## config.mk

```make
export PLATFORM = sky130hd
export DESIGN_NAME = if_fetch_stage
export DESIGN_NICKNAME = d
export VERILOG_FILES = /design/src/rtl/if_fetch_stage.sv
export SDC_FILE = /design/constraint.sdc
export NUM_CORES = 1
export LEC_CHECK = 0
export BUFFER_PORTS_ARGS = -buffer_cell sky130_fd_sc_hd__buf_2
export CELL_PAD_IN_SITES_DETAIL_PLACEMENT = 0
export CELL_PAD_IN_SITES_GLOBAL_PLACEMENT = 1
export CORE_ASPECT_RATIO = 1.2
export CORE_MARGIN = 4
export CORE_UTILIZATION = 48
export CTS_BUF_LIST = sky130_fd_sc_hd__clkbuf_2
export CTS_CLUSTER_SIZE = 40
export DETAILED_ROUTE_END_ITERATION = 12
export PLACE_DENSITY_LB_ADDON = 0.1
export SYNTH_ARGS = -nofsm -noshare
export SYNTH_HDL_FRONTEND = slang
export SYNTH_SLANG_ARGS = --single-unit
```

## constraint.sdc

```tcl
create_clock -name clk -period 13 [get_ports clk]
set_input_delay 2.6 -clock clk [delete_from_list [all_inputs] [get_ports clk]]
set_output_delay 2.6 -clock clk [all_outputs]
set_load 0.01 [all_outputs]
```

## src/rtl/if_fetch_stage.sv

```systemverilog
// Instruction-fetch stage: owns the PC, drives the imem req/ack bus and
// feeds the IF/ID slot, with a one-entry skid buffer and redirect kill.
module if_fetch_stage #(
  parameter logic [31:0] RESET_PC  = 32'h0000_0000,
  parameter logic [31:0] NOP_INSTR = 32'h0000_0013
) (
  input  logic        clk,
  input  logic        reset,
  input  logic        stall,
  input  logic        redirect_valid,
  input  logic [31:0] redirect_pc,
  output logic        imem_req,
  output logic [31:0] imem_addr,
  input  logic        imem_ack,
  input  logic [31:0] imem_rdata,
  output logic [31:0] pc_out,
  output logic [31:0] instr_out,
  output logic        instr_valid
);

  typedef enum logic [1:0] {
    RUN  = 2'd0,
    SKID = 2'd1,
    KILL = 2'd2
  } state_e;

  state_e      state_q;
  logic [31:0] pc_q;
  logic [31:0] kill_addr_q;
  logic [31:0] pc_out_q;
  logic [31:0] instr_q;
  logic        valid_q;
  logic [31:0] skid_pc_q;
  logic [31:0] skid_instr_q;

  logic        slot_free;
  logic [31:0] pc_d;
  logic [31:0] redir_pc_d;

  assign slot_free  = !valid_q || !stall;
  assign pc_d       = pc_q + 32'd4;
  assign redir_pc_d = {redirect_pc[31:2], 2'b00};

  assign imem_req    = !reset && (state_q != SKID);
  assign imem_addr   = (state_q == KILL) ? kill_addr_q : pc_q;
  assign pc_out      = pc_out_q;
  assign instr_out   = instr_q;
  assign instr_valid = valid_q;

  always_ff @(posedge clk or posedge reset) begin
    if (reset) begin
      state_q      <= RUN;
      pc_q         <= RESET_PC;
      kill_addr_q  <= 32'h0;
      pc_out_q     <= 32'h0;
      instr_q      <= NOP_INSTR;
      valid_q      <= 1'b0;
      skid_pc_q    <= 32'h0;
      skid_instr_q <= NOP_INSTR;
    end else if (redirect_valid) begin
      pc_q         <= redir_pc_d;
      pc_out_q     <= 32'h0;
      instr_q      <= NOP_INSTR;
      valid_q      <= 1'b0;
      skid_pc_q    <= 32'h0;
      skid_instr_q <= NOP_INSTR;
      case (state_q)
        RUN: begin
          // An in-flight request must be drained before refetching
          if (!imem_ack) begin
            kill_addr_q <= pc_q;
            state_q     <= KILL;
          end
        end
        SKID:    state_q <= RUN;
        KILL:    if (imem_ack) state_q <= RUN;
        default: state_q <= RUN;
      endcase
    end else begin
      case (state_q)
        RUN: begin
          if (imem_ack) begin
            pc_q <= pc_d;
            if (slot_free) begin
              pc_out_q <= pc_q;
              instr_q  <= imem_rdata;
              valid_q  <= 1'b1;
            end else begin
              skid_pc_q    <= pc_q;
              skid_instr_q <= imem_rdata;
              state_q      <= SKID;
            end
          end else if (!stall) begin
            instr_q <= NOP_INSTR;
            valid_q <= 1'b0;
          end
        end
        SKID: begin
          if (!stall) begin
            pc_out_q <= skid_pc_q;
            instr_q  <= skid_instr_q;
            valid_q  <= 1'b1;
            state_q  <= RUN;
          end
        end
        KILL: begin
          if (imem_ack) state_q <= RUN;
        end
        default: state_q <= RUN;
      endcase
    end
  end

endmodule

```

; Word level (Yosys, flattened, before mapping)
; Cells that the tools add are included.
; Widths: inputs -> output; s select.
[word_totals]
reg_bits = 195
in_bits = 69
out_inout_bits = 98
elab_cells = 73
[op_classes]
add_sub_neg = 1
n_eq_ne = 11
muxes = 37
n_bitwise = 1
reduce_logical = 15
[ops]
columns = cell, count
row1 = $mux 32, 21
row2 = $pmux 32 s2, 2
row3 = $add 32x3->32 const B, 1
row4 = $ne 3x3->1 const B, 5
row5 = $mux 2, 6
row6 = $reduce_and 4->1, 3
row7 = $ne 4x4->1 const B, 2
row8 = $pmux 2 s3, 1
row9 = $reduce_and 3->1, 2
row10 = $mux 1, 5
row11 = $pmux 2 s2, 1
row12 = $reduce_bool 2->1, 2
row13 = $logic_not 1->1, 3
row14 = $reduce_bool 3->1, 1
row15 = $eq 2x1->1 const B, 1
row16 = $eq 2x2->1 const B, 1
row17 = $logic_not 2->1, 1
row18 = $ne 2x1->1 const B, 1
row19 = $ne 2x2->1 const B, 1
row20 = $pmux 1 s2, 1
row21 = $reduce_and 2->1, 1
row22 = $logic_and 1x1->1, 1
row23 = $logic_or 1x1->1, 1
row24 = $not 1->1, 1

; Depth between registers and ports, before layout
; Gate-level depths: netlist (run 1).
[logic_depth]
ltp_word = 6
mapped_depth = 8
mapped_depth_nobuf = 5

; Least setup slack after synthesis (run 1)
; No wires, ideal clock.
[synth_timing]
path_type = input-to-output
startpoint = input port reset
endpoint = output port imem_req
arrival_ns = 2.769
t_required_ns = 10.400
setup_slack_ns = 7.631
path_stages = 1
path_buffers = 0
cell_sequence = nor2_1
[synth_between]
elab_chain_len = 2
[synth_lines]
columns = item, line
row1 = "start, declared", 8  ; input logic reset,
row2 = $logic_not 1->1 (no line), --
row3 = $logic_and 1x1->1, 44  ; assign imem_req = !reset && (state_q != SKID);
row4 = "end, declared", 12  ; output logic imem_req,
; Every way passes these cells.

; Final worst setup path (run 1)
; Same ends and word-level chain as after synthesis.

==> impl_metrics.ini, run 1 <==
[status]
status = complete, no violations

[grt]
track_usage_pct = 22.1
grt_max_degree = 110
grt-busiest-layer = met2
grt-ovfl-total = 0
met1_usage_pct = 27.1
grt_antenna_before_repair = 1
met3_usage_pct = 4.80
grt_pass1_vias = 7175
grt_first_pass_wirelength_um = 37100
met2_usage_pct = 38.9

[finish]
final_cells = 1224
area_growth_pct = 13.0
fin_nets = 1055
drive_gt1_share_pct = 28.9

[cts]
numCtsBuffers = 17
h-tree-depth = 4
clkLatencyLatePin_ps = 760
clk_path_buf_depth = 2
cts_setup_buffers = 0
cts_num_sinks = 189
clkTransAtPathRegs_ps = 270
cts_hold_buf = 0
cts-root-buf = clkbuf_2
post_cts_resized = 0
cts_tree = done

[yosys]
synth_area_per_cell_um2 = 10.2
synth_top_area_share_pct = 51.6
async_flop_share_pct = 100
synth_edf_count = 0
ys_types = 42
synth_seq_area_share_pct = 53.4
yosysWarnings = 0
synth_top_cell_by_area = dfrtp_1
synth_seq_cells = 189
synth_area_leaders = dfrtp_1 52%, mux2_2 8.0%, nand2_1 7.8%
synthFlopType = dfrtp_1
synth_cells = 873
netlist_area_mm2 = 0.00887

[timing]
slew_headroom_pct = 14.1
fin_crit_sh_pct = 43.1
rsz0062_at_grt = false
worstMarginPinSlew_ps = 1290
hold_ws_ps = 511
drv_slew = 0
finClkSkew_ps = 46.1
setup_viol_count_final = 0
max_freq_ghz = 0.179
hold_viol = 0
min_period_ps = 5600
timing.setup.tns_ps = 0

[placed_design]
port_buffers = 162
place_congestion = 0.820
dp_cells = 1190
dp_hpwl_um = 15200

[worst_setup_path]
crit_buf_inv = 2
end_kind = output port
arrival_ps = 3000
criticalPathCategory = primary input to output port
max_stage_delay_ps = 140
worst_setup_path_start_kind = primary input
crit_fanout = 2
required_ps = 10400
cp_slowest_cell = buf_2
crit_top_cell = buf_2
crit_chain = buf_2, nor2_1, buf_2
path_delay_family = buffers and inverters

[power_and_ir_drop]
static-leakage-power_nw = 4.74
powerDensity_mw_per_mm2 = 119
p_int_mw = 0.824
max-vdd-ir-drop_v = 0.0000603
switching_share_pct = 31.1
p_comb_share_pct = 16.7
p_seq_share_pct = 57.0
clockPowerShare_pct = 26.3
switchingPower_mw = 0.372

[detailed_routing]
via_per_inst = 5.61
vias = 6871
drt-total-wl_um = 22800
avgRoutedWirePerCell_um = 18.6
drc = 0
dr.pass1.iters = 4
antenna_left = 0
drt_iter0_drc = 381

[floorplanning]
num_rows = 54
die-area_mm2 = 0.0207
start_util_pct = 48.8
dieHeight_um = 157
pin_count = 167
die_w_um = 132
coreArea_mm2 = 0.0182

[run]
maxCapViolCount = 0

[min_path]
hp-class = register to register
==> sequential cells by signal, summed over array words and instances, names as in the netlist <==
signal / count
instr_out: 32
skid_instr_q: 32
pc_out: 31
skid_pc_q: 31
kill_addr_q: 30
pc_q: 30
state_q: 2
instr_valid: 1
==> power groups by stage <==
| stage | Sequential, mW | Combinational (mW) | Clock, mW |
|---|---|---|---|
| 5_1_grt | 0.690 | 0.222 | 0.351 |
| 3_5_place_dp | 0.693 | 0.204 | 0 |
| 2_1_floorplan | 0.681 | 0.131 | 0 |
| 6_report | 0.682 | 0.200 | 0.315 |
| 3_3_place_gp | 0.688 | 0.199 | 0 |
| 4_1_cts | 0.683 | 0.204 | 0.327 |
==> final timing paths <==
kind                                        start                           to  slack [ps]  cells past startpoint
max                                         reset                     imem_req        7400                      3
min                         pc_out[7]$_DFFE_PP0P_        pc_out[7]$_DFFE_PP0P_         510                      2
max reg2reg                state_q[0]$_DFFE_PP0P_     skid_pc_q[3]$_DFFE_PP0P_       10150                      5
min reg2reg                 pc_out[7]$_DFFE_PP0P_        pc_out[7]$_DFFE_PP0P_         510                      2
max in group asynchronous                   reset  kill_addr_q[19]$_DFFE_PP0P_        9460                      3
min in group asynchronous                   reset     instr_out[6]$_DFFE_PP0P_        1940                      2
==> logic make-up after synthesis <==
group / after synthesis / share of synthesized area, %
compound gates: 181 / 13.1
xor+xnor: 11 / 1.09
fa+ha+maj: 1 / 0.141
buf+inv: 88 / 4.05
flops: 189 / 53.4
mux: 115 / 13.9
other cells: 1 / 0.0423
simple gates: 287 / 14.3
==> Yosys cell counts, drive strengths merged, types with 7 or more instances <==
library cell,n
nand2,184
dfrtp,183
a21oi,70
clkbuf,69
mux2,63
mux2i,52
o31ai,40
nor2,33
o2bb2ai,26
o21ai,19
nand3,17
a31oi,14
or4,12
buf,11
xnor2,10
inv,8
nand4,8
o311ai,7
==> worst min-delay path, delay by kind of cell (launching register included) <==
kind | cells | cell delay [ps]
and+or+nand+nor | 1 | 50
AOI/OAI and AO/OA | 1 | 50
DFF | 1 | 400
==> routing by layer <==
metal / vias to the layer above / wire length, µm / share of wire [%]
met5: - / 0 / 0
met4: 0 / 492 / 2.2
met3: 30 / 1100 / 4.8
met2: 163 / 11700 / 51
met1: 3392 / 9460 / 42
li1: 3286 / - / -
==> final cells by class <==
| cell class | instances | area [µm²] |
|---|---|---|
| antenna | 2 | 5.00 |
| clock buffer | 17 | 85.1 |
| clock inverter | 15 | 174 |
| fill | 1659 | 8150 |
| inverter | 8 | 37.5 |
| multi-input combinational | 597 | 3820 |
| sequential | 189 | 4740 |
| tap | 224 | 280 |
| timing repair buffer | 172 | 888 |
==> placed cells by master (no fill, tap or decap), types with 5 or more instances in the layout <==
master / synthesis / final
inv_1: 8 / 7
a21oi_1: 70 / 69
nand3_1: 17 / 16
dfrtp_1: 183 / 183
nor4_1: 6 / 5
clkbuf_2: 0 / 17
mux2i_1: 52 / 52
o21ai_0: 19 / 19
o2bb2ai_1: 26 / 26
nand2_1: 184 / 184
buf_2: 2 / 161
inv_6: 0 / 5
or3_1: 5 / 5
o31ai_1: 40 / 40
dfstp_2: 6 / 6
nor2_1: 33 / 32
buf_4: 3 / 11
mux2_2: 63 / 63
or4_1: 11 / 11
nand4_1: 8 / 8
xnor2_1: 10 / 10
o311ai_0: 7 / 7
a31oi_1: 14 / 14
==> per-stage QoR <==
step                      setup slack, ps  total power [mW]  util (%)  cell area (µm²)
after CTS                            7390              1.21      55.1            10000
after global placement               7400             0.887      53.7             9760
after floorplan                      5270             0.812         -             8880
after global routing                 7360              1.26      55.1            10000
after detailed placement             7400             0.896      53.7             9760
final                                7400              1.20      55.1            10000
Power figures use the tool's default switching activity.
==> inputs of run 2 (changes only) <==
--- a/config.mk
+++ b/config.mk
@@ -10,7 +10,7 @@
 export CELL_PAD_IN_SITES_GLOBAL_PLACEMENT = 1
 export CORE_ASPECT_RATIO = 1.2
 export CORE_MARGIN = 4
-export CORE_UTILIZATION = 48
+export CORE_UTILIZATION = 40
 export CTS_BUF_LIST = sky130_fd_sc_hd__clkbuf_2
 export CTS_CLUSTER_SIZE = 40
 export DETAILED_ROUTE_END_ITERATION = 12
==> constraint.sdc (replaced) <==
create_clock -name clk -period 4.9 [get_ports clk]
set_input_delay 0.98 -clock clk [delete_from_list [all_inputs] [get_ports clk]]
set_output_delay 0.98 -clock clk [all_outputs]
set_load 0.01 [all_outputs]
==> run 2 against run 1 <==
Net effect:
- critical path depth up 1
- largest power group unchanged
- cell count up 4.4%
- combinational power rose to 2.7 times the previous value
- critical endpoint is now imem_addr[11]
- hold slack worse by 120 ps
- clock-buffer cell count unchanged
- sequential power rose to 2.7 times the previous value
- critical path type is now register to output port
- non-clock buffer count up 5
- clock power rose to 2.9 times the previous value
==> impl_metrics.ini, run 2 (synthesis gave the netlist of run 1 again) <==
[min_path]
min_to = skid_instr_q[1]$_DFFE_PP1P_
holdCritStartpoint = imem_rdata[1]
hp-class = primary input to register
holdPathStages = 3

[placed_design]
place_congestion = 0.746
port_buffers = 162
dp_hpwl_um = 15400
dp_cells = 1244

[cts]
cts_hold_buf = 0
clk_path_buf_depth = 2
numCtsBuffers = 17
cts_tree = done
h-tree-depth = 4
post_cts_resized = 0
clkTransAtPathRegs_ps = 290
cts_setup_buffers = 0
clkLatencyLatePin_ps = 770
cts-root-buf = clkbuf_2
cts_num_sinks = 189

[timing]
fin_crit_sh_pct = 70.5
drv_slew = 0
worstMarginPinSlew_ps = 1190
hold_ws_ps = 387
timing.setup.tns_ps = 0
min_period_ps = 3450
rsz0062_at_grt = false
hold_viol = 0
setup_viol_count_final = 0
finClkSkew_ps = 38.6
max_freq_ghz = 0.290
slew_headroom_pct = 20.4

[finish]
final_cells = 1278
area_growth_pct = 14.7
fin_nets = 1060
drive_gt1_share_pct = 29.0
layout_common_cells = 184 x nand2_1, 183 x dfrtp_1, 161 x buf_2, 69 x a21oi_1, 63 x mux2_2
final_common_cell = nand2_1
fill_cells = 2158

[worst_setup_path]
r2r-end = skid_pc_q[12]$_DFFE_PP0P_
crit_chain = nand2b_1, buf_4, mux2_2, buf_2
timing.rr.start = state_q[0]$_DFFE_PP0P_
r2r_cells = 5
crit_fanout = 30
end_kind = output port
worst_setup_path_start_kind = register
criticalPathCategory = register to output port
arrival_ps = 2470
r2r_slack_ps = 2280
required_ps = 3920
cp_slowest_cell = dfrtp_1
crit_buf_inv = 2
path_delay_family = flip-flops
max_stage_delay_ps = 620

[floorplanning]
coreArea_mm2 = 0.0218
start_util_pct = 40.7
die_w_um = 144
num_rows = 59
die-area_mm2 = 0.0246
pin_count = 167
dieHeight_um = 171

[power_and_ir_drop]
powerDensity_mw_per_mm2 = 321
static-leakage-power_nw = 4.78
power_mw = 3.27
max-vdd-ir-drop_v = 0.000157

[grt]
grt-ovfl-total = 0
grt_antenna_before_repair = 2
grt_pass1_vias = 6762
grt_max_degree = 123
grt_first_pass_wirelength_um = 37700
track_usage_pct = 19.6

[status]
status = complete, no violations

[detailed_routing]
via_per_inst = 5.42
dr.pass1.iters = 5
antenna_left = 0
vias = 6926
drt_iter0_drc = 436
avgRoutedWirePerCell_um = 18.7
drc = 0
drt-total-wl_um = 23900

[run]
maxCapViolCount = 0
run 2: changes by cell type in the layout (fill, tap and decap cells not counted):
cell,before,now
buf_12,0,2
clkinv_1,0,1
diode_2,2,1
buf_4,11,13
inv_6,5,3
bufinv_16,2,4
dlygate4sd3_1,0,1
clkinvlp_4,3,4
inv_8,4,2
run 2: per-stage QoR:
| stage | utilization (%) | area [µm²] | setup WS (ps) |
|---|---|---|---|
| after CTS | 46.7 | 10200 | 1330 |
| final | 46.7 | 10200 | 1450 |
| after global routing | 46.7 | 10200 | 1250 |
| after detailed placement | 45.3 | 9870 | 1570 |
| after global placement | 45.3 | 9870 | 1630 |
| after floorplan | - | 8880 | 1490 |
run 2: how the worst max path moves through the flow:
stage / cells past startpoint / end / startpoint / slack (ps)
2_1_floorplan: 1 / instr_out[10]$_DFFE_PP0P_ / reset / 1490
6_report: 4 / imem_addr[11] / state_q[0]$_DFFE_PP0P_ / 1450
5_1_grt: 4 / imem_addr[11] / state_q[0]$_DFFE_PP0P_ / 1250
3_3_place_gp: 6 / skid_instr_q[26]$_DFFE_PP0P_ / imem_ack / 1630
4_1_cts: 4 / imem_addr[11] / state_q[0]$_DFFE_PP0P_ / 1330
3_5_place_dp: 6 / skid_instr_q[28]$_DFFE_PP0P_ / imem_ack / 1570
run 2: area by class of cell:
class | instances | area, µm² | area share (%)
flip-flops and latches | 189 | 4740 | 46.5
clock buffers | 17 | 85.1 | 0.836
repair buffers | 177 | 953 | 9.37
well taps | 274 | 343 | 3.37
multi-input cells | 597 | 3820 | 37.5
clock inverters | 15 | 209 | 2.05
inverters | 8 | 33.8 | 0.332
diodes | 1 | 2.50 | 0.0246
run 2: where the power goes:
part / internal [mW] / leakage, nW / switching [mW]
clock: 0.345 / 0.163 / 0.573
combinational: 0.244 / 2.18 / 0.291
sequential: 1.69 / 2.44 / 0.118
total: 2.28 / 4.78 / 0.982
run 2: worst register-to-register path, delay by kind of cell (launching register included):
kind	cells	cell delay (ps)
flip-flops	1	560
AND/OR/NAND/NOR	3	1490
buffers and inverters	1	360
AO/OA/AOI/OAI	1	150
run 2: routing by layer:
| layer | global-route usage (%) | up-vias | wire, µm | part of all wire, % |
|---|---|---|---|---|
| met5 | 0 | - | 7 | 0.029 |
| met4 | 5.49 | 2 | 486 | 2.0 |
| met3 | 4.89 | 29 | 1270 | 5.3 |
| met2 | 31.4 | 167 | 11500 | 48 |
| met1 | 26.7 | 3442 | 10700 | 45 |
| li1 | - | 3286 | - | - |
==> inputs of run 3 (changes only) <==
--- a/config.mk
+++ b/config.mk
@@ -10,7 +10,7 @@
 export CELL_PAD_IN_SITES_GLOBAL_PLACEMENT = 1
 export CORE_ASPECT_RATIO = 1.2
 export CORE_MARGIN = 4
-export CORE_UTILIZATION = 40
+export CORE_UTILIZATION = 44
 export CTS_BUF_LIST = sky130_fd_sc_hd__clkbuf_2
 export CTS_CLUSTER_SIZE = 40
 export DETAILED_ROUTE_END_ITERATION = 12
==> constraint.sdc (replaced) <==
create_clock -name clk -period 3.4 [get_ports clk]
set_input_delay 0.68 -clock clk [delete_from_list [all_inputs] [get_ports clk]]
set_output_delay 0.68 -clock clk [all_outputs]
set_load 0.01 [all_outputs]
==> run 3 against run 2 <==
Net effect:
- global-route usage up 1.5 points
- cell area up 0.59%
- combinational power grew 48%
- cell count hardly changed
- worst setup slack worse by 1100 ps
- sequential power is 44% higher
- register-to-register slack worse by 1400 ps
==> impl_metrics.ini, run 3 (synthesis gave the netlist of run 1 again) <==
[timing]
min_period_ps = 3070
timing.setup.tns_ps = 0
slew_headroom_pct = 46.5
rsz0062_at_grt = false
fin_crit_sh_pct = 90.3
max_freq_ghz = 0.326
setup_viol_count_final = 0
drv_slew = 0
worstMarginPinSlew_ps = 802
finClkSkew_ps = 42.1
hold_viol = 0

[placed_design]
place_area_mm2 = 0.00993
dp_cells = 1241
place_congestion = 0.784
dp_hpwl_um = 15300
port_buffers = 162

[detailed_routing]
vias = 6888
via_per_inst = 5.39
avgRoutedWirePerCell_um = 18.0
drt-total-wl_um = 23000
antenna_left = 0
drt_iter0_drc = 365
drc = 0
dr.pass1.iters = 4

[worst_setup_path]
crit_fanout = 21
timing.rr.start = state_q[0]$_DFFE_PP0P_
cp_slowest_cell = dfrtp_1
max_stage_delay_ps = 610
end_kind = output port
startpoint = state_q[0]$_DFFE_PP0P_
arrival_ps = 2390
worst_setup_path_start_kind = register
required_ps = 2720
criticalPathCategory = register to output port
crit_chain = nand2b_1, buf_4, mux2_2, buf_2

[finish]
fin_nets = 1071
drive_gt1_share_pct = 29.7
final_cells = 1277
final_common_cell = nand2_1
area_growth_pct = 15.4
layout_common_cells = 184 x nand2_1, 183 x dfrtp_1, 161 x buf_2, 69 x a21oi_1, 63 x mux2_2
fin_area_mm2 = 0.0102

[cts]
post_cts_resized = 0
clkTransAtPathRegs_ps = 300
cts_num_sinks = 189
clkLatencyLatePin_ps = 750
cts-root-buf = clkbuf_2
clk_path_buf_depth = 2
cts_tree = done
h-tree-depth = 4
numCtsBuffers = 17

[floorplanning]
dieHeight_um = 164
die_w_um = 138
start_util_pct = 45.1
die-area_mm2 = 0.0225
pin_count = 167
coreArea_mm2 = 0.0197
num_rows = 56

[min_path]
hp-class = primary input to register
holdCritStartpoint = imem_rdata[22]

[power_and_ir_drop]
powerDensity_mw_per_mm2 = 456
max-vdd-ir-drop_v = 0.000251
static-leakage-power_nw = 4.84

[grt]
grt_pass1_vias = 6904
grt_max_degree = 151
grt_antenna_before_repair = 5
grt-ovfl-total = 0
track_usage_pct = 21.2
grt_first_pass_wirelength_um = 37400

[status]
status = complete, no violations

[run]
maxCapViolCount = 0
==> run 3: final cells by class <==
type	instances	area (µm²)
fill	1852	9450
sequential	189	4740
multi-input combinational	597	3820
timing repair buffer	188	1040
tap	261	327
clock inverter	15	198
clock buffer	17	85.1
inverter	8	33.8
antenna	2	5.00
==> run 3: critical path, delay by kind of cell (launching register included) <==
family	cells	cell delay, ps
muxes	1	400
DFF	1	610
buffers and inverters	2	460
and+or+nand+nor	1	210
==> run 3: path summary, 6_finish.rpt <==
path,to,slack (ps),cells past startpoint
setup / recovery,imem_addr[18],330,4
hold / removal,skid_instr_q[22]$_DFFE_PP0P_,110,3
setup reg to reg,pc_q[18]$_DFFE_PP0P_,860,4
hold reg to reg,pc_out[29]$_DFFE_PP0P_,510,2
max in group asynchronous,skid_pc_q[22]$_DFFE_PP0P_,1940,4
min in group asynchronous,instr_out[10]$_DFFE_PP0P_,390,3
==> run 3: power by group <==
| part | internal (mW) | switching (mW) |
|---|---|---|
| clock | 0.441 | 0.838 |
| sequential | 2.44 | 0.154 |
| combinational | 0.363 | 0.431 |
| total | 3.24 | 1.42 |
==> run 3: timing repair <==
item                                   in CTS  in global routing
hold buffers                                1                  1
endpoints found under the hold margin      10                  1
buffers inserted                            0                  0
==> run 3: stage by stage <==
step | worst slack [ps] | power [mW] | util (%) | hold WS (ps)
after floorplan | 290 | 3.10 | - | 462
after global placement | 555 | 3.43 | 50.4 | 456
after detailed placement | 514 | 3.45 | 50.4 | 461
after CTS | 202 | 4.74 | 51.9 | 3.71
after global routing | 124 | 4.93 | 52.0 | 3.06
final | 331 | 4.67 | 52.0 | 113
==> run 3: metal layers <==
metal / track usage, % / vias up / part of all wire (%)
met5: 0 / - / 0.12
met4: 4.31 / 6 / 0.50
met3: 4.99 / 13 / 5.0
met2: 35.1 / 141 / 50
met1: 28.4 / 3411 / 44
li1: - / 3317 / -
